`src/rtl/mmu_hs_pkg.sv`:
```
// Shared handshake definitions for the MMU drive/free blocks.
// FSM state codes and the branch count of the 3-way splitter/join.
package mmu_hs_pkg;

    localparam int HS_PORTS = 3;

    localparam logic [2:0] S_IDLE    = 3'd0;
    localparam logic [2:0] S_COLLECT = 3'd1;
    localparam logic [2:0] S_FIRE    = 3'd2;
    localparam logic [2:0] S_WAIT    = 3'd3;
    localparam logic [2:0] S_RELEASE = 3'd4;

endpackage

```
`src/rtl/hs_arrival_slot.sv`:
```
// One join input: arrival flag, captured data word, and the
// per-branch protocol check (duplicate or out-of-phase drive).
module hs_arrival_slot
    import mmu_hs_pkg::*;
#(
    parameter int DATA_W = 32
) (
    input  logic              clk,
    input  logic              rstn,
    input  logic              drive,
    input  logic [DATA_W-1:0] data,
    input  logic              accOpen,
    input  logic              clear,
    output logic              arrived,
    output logic              accept,
    output logic              violation,
    output logic [DATA_W-1:0] word
);

    assign accept    = drive && accOpen && !arrived;
    assign violation = drive && (!accOpen || arrived);

    // Capture the first token per round; RELEASE re-arms the slot.
    always_ff @(posedge clk or negedge rstn) begin
        if (!rstn) begin
            arrived <= 1'b0;
            word    <= '0;
        end else if (clear) begin
            arrived <= 1'b0;
        end else if (accept) begin
            arrived <= 1'b1;
            word    <= data;
        end
    end

endmodule

```
`src/rtl/cjoin3_sync_mmu.sv`:
```
// Clocked 3-way join for the MMU drive/free handshake.
// Waits for all three branch tokens, fires once, returns free.
module cjoin3_sync_mmu
    import mmu_hs_pkg::*;
#(
    parameter int DATA_W  = 32,
    parameter int STALL_W = 8
) (
    input  logic                  clk,
    input  logic                  rstn,
    input  logic                  i_drive0,
    input  logic                  i_drive1,
    input  logic                  i_drive2,
    input  logic [DATA_W-1:0]     i_data0,
    input  logic [DATA_W-1:0]     i_data1,
    input  logic [DATA_W-1:0]     i_data2,
    output logic                  o_free0,
    output logic                  o_free1,
    output logic                  o_free2,
    output logic                  o_driveNext,
    output logic [3*DATA_W-1:0]   o_dataNext,
    input  logic                  i_freeNext,
    output logic                  o_busy,
    output logic                  o_stall,
    output logic                  o_err
);

    logic [2:0]          state;
    logic [2:0]          nextState;
    logic [HS_PORTS-1:0] drv;
    logic [HS_PORTS-1:0] arr;
    logic [HS_PORTS-1:0] acc;
    logic [HS_PORTS-1:0] vio;
    logic [HS_PORTS-1:0] nextArr;
    logic [DATA_W-1:0]   dIn  [HS_PORTS];
    logic [DATA_W-1:0]   word [HS_PORTS];
    logic [STALL_W-1:0]  cnt;
    logic [STALL_W-1:0]  cntNext;
    logic                accOpen;
    logic                clear;
    logic                freeErr;
    logic                freeQ;

    assign drv     = {i_drive2, i_drive1, i_drive0};
    assign dIn[0]  = i_data0;
    assign dIn[1]  = i_data1;
    assign dIn[2]  = i_data2;
    assign accOpen = (state == S_IDLE) || (state == S_COLLECT);
    assign clear   = (state == S_RELEASE);
    assign nextArr = arr | acc;
    assign freeErr = i_freeNext &&
                     !((state == S_FIRE) || (state == S_WAIT));

    for (genvar k = 0; k < HS_PORTS; k++) begin : gSlot
        hs_arrival_slot #(
            .DATA_W (DATA_W)
        ) uSlot (
            .clk       (clk),
            .rstn      (rstn),
            .drive     (drv[k]),
            .data      (dIn[k]),
            .accOpen   (accOpen),
            .clear     (clear),
            .arrived   (arr[k]),
            .accept    (acc[k]),
            .violation (vio[k]),
            .word      (word[k])
        );
    end

    assign o_dataNext = {word[2], word[1], word[0]};
    assign o_free0    = freeQ;
    assign o_free1    = freeQ;
    assign o_free2    = freeQ;

    // Next-state decode for the join round.
    always_comb begin
        nextState = S_IDLE;
        unique case (1'b1)
            accOpen: begin
                if (&nextArr)
                    nextState = S_FIRE;
                else if (|nextArr)
                    nextState = S_COLLECT;
                else
                    nextState = S_IDLE;
            end
            state == S_FIRE,
            state == S_WAIT:
                nextState = i_freeNext ? S_RELEASE : S_WAIT;
            state == S_RELEASE:
                nextState = S_IDLE;
            default:
                nextState = S_IDLE;
        endcase
    end

    // Watchdog: count COLLECT cycles, saturate, clear on FIRE.
    always_comb begin
        cntNext = cnt;
        if (nextState == S_FIRE)
            cntNext = '0;
        else if ((state == S_COLLECT) && !(&cnt))
            cntNext = cnt + 1'b1;
    end

    // State, counter and registered status/handshake outputs.
    always_ff @(posedge clk or negedge rstn) begin
        if (!rstn) begin
            state       <= S_IDLE;
            cnt         <= '0;
            o_driveNext <= 1'b0;
            freeQ       <= 1'b0;
            o_busy      <= 1'b0;
            o_stall     <= 1'b0;
            o_err       <= 1'b0;
        end else begin
            state       <= nextState;
            cnt         <= cntNext;
            o_driveNext <= (nextState == S_FIRE);
            freeQ       <= (nextState == S_RELEASE);
            o_busy      <= (nextState != S_IDLE);
            o_stall     <= (nextState == S_COLLECT) && (&cntNext);
            if ((|vio) || freeErr)
                o_err <= 1'b1;
        end
    end

endmodule

```
`config.mk`:
```
export PLATFORM = sky130hd
export DESIGN_NAME = cjoin3_sync_mmu
export DESIGN_NICKNAME = d
export VERILOG_FILES = /design/src/rtl/mmu_hs_pkg.sv /design/src/rtl/hs_arrival_slot.sv /design/src/rtl/cjoin3_sync_mmu.sv
export SDC_FILE = /design/constraint.sdc
export NUM_CORES = 1
export LEC_CHECK = 0
export BUFFER_PORTS_ARGS = -buffer_cell sky130_fd_sc_hd__clkbuf_2
export CELL_PAD_IN_SITES_DETAIL_PLACEMENT = 0
export CELL_PAD_IN_SITES_GLOBAL_PLACEMENT = 1
export CORE_UTILIZATION = 35
export DETAILED_ROUTE_END_ITERATION = 10
export PLACE_DENSITY_LB_ADDON = 0.1
export SLEW_MARGIN = 20
export SYNTH_ARGS = -nofsm -noshare
export SYNTH_HDL_FRONTEND = slang
export SYNTH_SLANG_ARGS = --single-unit
```
`constraint.sdc`:
```
create_clock -name clk -period 2.4 [get_ports clk]
set_clock_uncertainty 0.1 [all_clocks]
set_input_delay 0.12 -clock clk [delete_from_list [all_inputs] [get_ports clk]]
set_output_delay 0.12 -clock clk [all_outputs]
set_load 0.01 [all_outputs]
```
Word level (Yosys, flattened, before mapping)
Index checks and enable logic that the tools add are counted.

word-level totals
  bits in registers = 115
  bits of input ports = 102
  logic and storage cells = 73
  output and inout port bits = 103

operators by class
  multiplexer cells = 12
  add/subtract/negate cells = 1
  bitwise gates (word level) = 2
  reductions and logical operators = 38
  equality and inequality tests = 7

operator list
  cell                                                              count
  8-bit two-way mux                                                 2
  8-bit AND reduction                                               2
  1-bit logical AND                                                 12
  3-bit by 2-bit == test with 1-bit output (second input constant)  3
  8-bit by 1-bit adder with 8-bit output (second input constant)    1
  1-bit two-way mux                                                 7
  3-bit by 1-bit == test with 1-bit output (second input constant)  2
  3-bit == test (second input constant)                             2
  1-bit logical NOT                                                 6
  1-bit logical OR                                                  6
  3-bit two-way mux                                                 2
  3-bit one-hot mux with 2 select lines                             1
  2-bit AND reduction                                               3
  2-bit nonzero test                                                3
  3-bit OR reduction                                                2
  3-bit logical NOT                                                 1
  3-bit bitwise OR                                                  1
  3-bit AND reduction                                               1
  3-bit nonzero test                                                1
  2-bit OR reduction                                                1
  1-bit inverter                                                    1

Logic depth before layout (Yosys ltp)
  depth after elaboration = 13
  depth in mapped cells = 7
  gate-level depth less buffers = 6

Cells and area by module
A second synthesis with hierarchy kept.

unflattened totals
  cells, all modules = 307
  area total of the unflattened synthesis = 5038.6 µm²

by module, submodules not included
  module           times used  cells an instance  area each (µm²)  sequential area each (µm²)
  hs_arrival_slot  3           75                 1406.3           825.8
  cjoin3_sync_mmu  1           82                 819.5            400.4

Least setup slack after synthesis
No wires, ideal clock.

  path type = reg2reg
  from = reg cnt[0]
  to = reg o_stall
  buffers on the path = 0
  arrival time = 1.691 ns
  period minus slack after synthesis = 1.886 ns
  cell stages (with the launch flop) = 7
  setup slack = 0.514 ns
  setup time = 0.096 ns
  data required time = 2.204 ns
  path through = dfrtp_1 > ha_1 > and4_1 > a311oi_4 > nand4_1 > xor2_1 > nor4_2

on the way
  longest elaborated chain between the ends = 7
  elaborated cells between the ends (all ways) = 8
  classes of those cells = 1 x add/sub; 2 x mux; 5 x reduce/logical

RTL lines
  what                                                                            line                    text
  from (decl)                                                                     cjoin3_sync_mmu.sv:37   logic [STALL_W-1:0] cnt;
  from (signal assigned)                                                          cjoin3_sync_mmu.sv:119  cnt <= cntNext;
  branches (longest 3 deep; another with 8-bit by 1-bit adder with 8-bit output)  n/a
  8-bit two-way mux *                                                             cjoin3_sync_mmu.sv:103  else if ((state == S_COLLECT) && !(&cnt))
  8-bit two-way mux *                                                             cjoin3_sync_mmu.sv:101  if (nextState == S_FIRE)
  8-bit AND reduction *                                                           cjoin3_sync_mmu.sv:123  o_stall <= (nextState == S_COLLECT) && (&cntNext);
  1-bit logical AND *                                                             cjoin3_sync_mmu.sv:123
  to (signal assigned)                                                            cjoin3_sync_mmu.sv:123
  to (decl)                                                                       cjoin3_sync_mmu.sv:24   output logic o_stall,

Mark *: on every way between the ends.
A chain may end at the register's enable or synchronous reset.

Worst setup path in the final report
Same ends and word-level chain as after synthesis.

==> results.json <==
{
  "period_share": 0.860,
  "syn-num-nets": 404,
  "start_kind": "register",
  "area_growth_pct": 60.9,
  "die_x_um": 116,
  "gp_routability_congestion": 0.741,
  "wl_per_cell_um": 13.6,
  "cts_buffers": 17,
  "cpPeakStageDelay_ns": 0.42,
  "die_y_um": 116,
  "drt-pass1-iter-count": 4,
  "viasPerCell": 4.49,
  "final.min_clock_period_ns": 2.06,
  "arrival_ns": 2.27,
  "ys_top_cells_by_area": "dfrtp_1, mux2_2, buf_4",
  "dieArea_um2": 13500,
  "synthesis.area_um2": 4570,
  "place_inst": 672,
  "clk_root_buffer_cell": "clkbuf_16",
  "port-buffer-count": 204,
  "synth.top_cell.area_share": 0.630,
  "crit_start": "cnt[0]",
  "ys_types": 34,
  "rsz0062_at_grt": "no",
  "fill_cells": 1099,
  "drive_above_1_share": 0.535,
  "maxSlewViolCount": 0,
  "maxSlewHeadroom": 0.629,
  "worstSetupEndpointType": "register",
  "setup_viol_count_final": 0,
  "hold_class": "primary input to async pin",
  "syn_avg_cell_area_um2": 15.2,
  "grt-ovfl-total": 0,
  "instances_no_fill": 804,
  "finalNetCount": 724,
  "yosysMostFrequentCell": "dfrtp_1",
  "setup-tns-final_ns": 0,
  "cp_slowest_cell": "dfrtp_1",
  "clk_pin_slew_ns": 0.05,
  "antenna_cells": 0,
  "grt_pass1_vias": 3562,
  "dp_hpwl_um": 7420,
  "synth.ff_latch_count": 115,
  "worstPathRequired_ns": 2.61,
  "max_freq_mhz": 485,
  "synth_flop_cell": "dfrtp_1",
  "worstPathCellList": "ha_1 -> and4_1 -> a311oi_4 -> nand4_1 -> xor2_1 -> nor4_2",
  "synth_warnings": 0,
  "path_class": "register to register",
  "irDropWorstVdd_mv": 0.581,
  "hold_viol": 0,
  "row_count": 41,
  "ys_seq_area_frac": 0.630,
  "p_per_area_nw_per_um2": 1120,
  "hold_slack_ns": 0.135,
  "finalWirelength_um": 11000,
  "clk_latency_ns": 0.40,
  "postRouteAntennaNets": 0,
  "clock-sinks": 115,
  "regToRegStartpoint": "cnt[0]",
  "grt_max_degree": 47,
  "yosys.area.top_type": "dfrtp_1",
  "cap_violations": 0,
  "critPathMaxFanout": 5,
  "core_area_um2": 12700,
  "num_vias": 3607,
  "grt_use_total": 0.169,
  "io_pins": 205,
  "drc": 0,
  "grt_pass1_wl_um": 17000,
  "cts_tree": "done",
  "async_flop_share": 1.00,
  "synth_common_cells": "dfrtp_1, mux2_2, buf_4, nor2_1, o21ai_0",
  "clk_path_buf_depth": 2,
  "synth-edff-count": 0,
  "first_iter_violations": 100,
  "status": "finished, final reports clean",
  "worst_slew_pin_slew_ns": 0.542,
  "initial_core_util": 0.361,
  "cts_max_level": 4,
  "p_leak_nw": 3.60,
  "synth_cells": 301,
  "antenna_found_initial": 0,
  "post_cts_resized": 0
}
-- power breakdown --
group          switching [mW]  internal (mW)
registers               0.474           2.79
clock network           0.786           1.40
logic                    1.31           1.48
-- worst paths after layout --
kind / end / slack (ns) / depth (start not counted)
min in group clk: gSlot[2].uSlot.word[24] / 0.38 / 3
worst max register to register: o_stall / 0.34 / 6
worst min-delay path: gSlot[0].uSlot.word[11] / 0.14 / 2
worst max-delay path: o_stall / 0.34 / 6
worst min register to register: gSlot[2].uSlot.word[14] / 0.38 / 1
max in group asynchronous: gSlot[2].uSlot.word[27] / 1.40 / 3
-- final cells by class --
cell class	instances	area, µm²	area share
Clock buffer	24	492	0.0669
Clock inverter	6	30.0	0.00408
Inverter	3	11.3	0.00153
Multi-Input combinational cell	169	1580	0.215
Sequential cell	115	2880	0.391
Tap cell	172	215	0.0293
Timing Repair Buffer	315	2150	0.292
-- registers in the layout (all words and copies together) (netlist names) --
name,count
gSlot.uSlot.arrived,3
o_driveNext,1
cnt,8
o_busy,1
o_err,1
state,3
o_stall,1
o_free0,1
gSlot.uSlot.word,96
-- worst max-delay path, delay by kind of cell, from the launching register on --
family	cells	cell delay [ns]
AO/OA/AOI/OAI	1	0.38
adder cells (fa/ha/maj)	1	0.25
AND/OR/NAND/NOR	3	0.63
XOR/XNOR	1	0.18
flip-flops	1	0.42
-- cell usage in the layout, fill, tap and decap left out, types with 7 or more instances in the layout --
master           n
nor2_1          11
buf_4            7
mux2_2          93
dlygate4sd3_1  102
o21ai_0          9
dfrtp_1        115
clkbuf_2       203
clkbuf_16       17
-- stage by stage --
stage | power, mW | util | setup WS [ns] | instance area, µm²
6_report | 8.25 | 0.580 | 0.336 | 7350
5_1_grt | 8.81 | 0.580 | 0.223 | 7350
4_1_cts | 8.38 | 0.580 | 0.334 | 7350
3_5_place_dp | 6.00 | 0.459 | 0.348 | 5810
3_3_place_gp | 5.94 | 0.459 | 0.396 | 5810
2_1_floorplan | 4.80 | - | 0.514 | 4570
-- routing by layer --
layer / wire length, µm / share of wire / GRT usage
met5: 0 / 0 / 0
met4: 154 / 0.014 / 0.0846
met3: 730 / 0.067 / 0.0555
met2: 5660 / 0.52 / 0.282
met1: 4430 / 0.40 / 0.193
-- logic make-up (layout without fill, tap and decap cells) --
kind of cell | Yosys count | count (layout) | synth area share
adders and majority gates | 1 | 1 | 0.00274
buffers and inverters | 17 | 348 | 0.0266
DFF | 115 | 115 | 0.630
and+or+nand+nor | 44 | 44 | 0.0605
muxes | 98 | 98 | 0.241
xor gates and xnor gates | 5 | 5 | 0.00958
AOI/OAI and AO/OA | 21 | 21 | 0.0298
-- repair_timing --
| item | in CTS | in global routing |
|---|---|---|
| hold buffers | 102 | 0 |
| endpoints found under the hold margin | 140 | 0 |
| setup buffers | 0 | 0 |
Note: power is estimated with default switching activity, not from simulation.
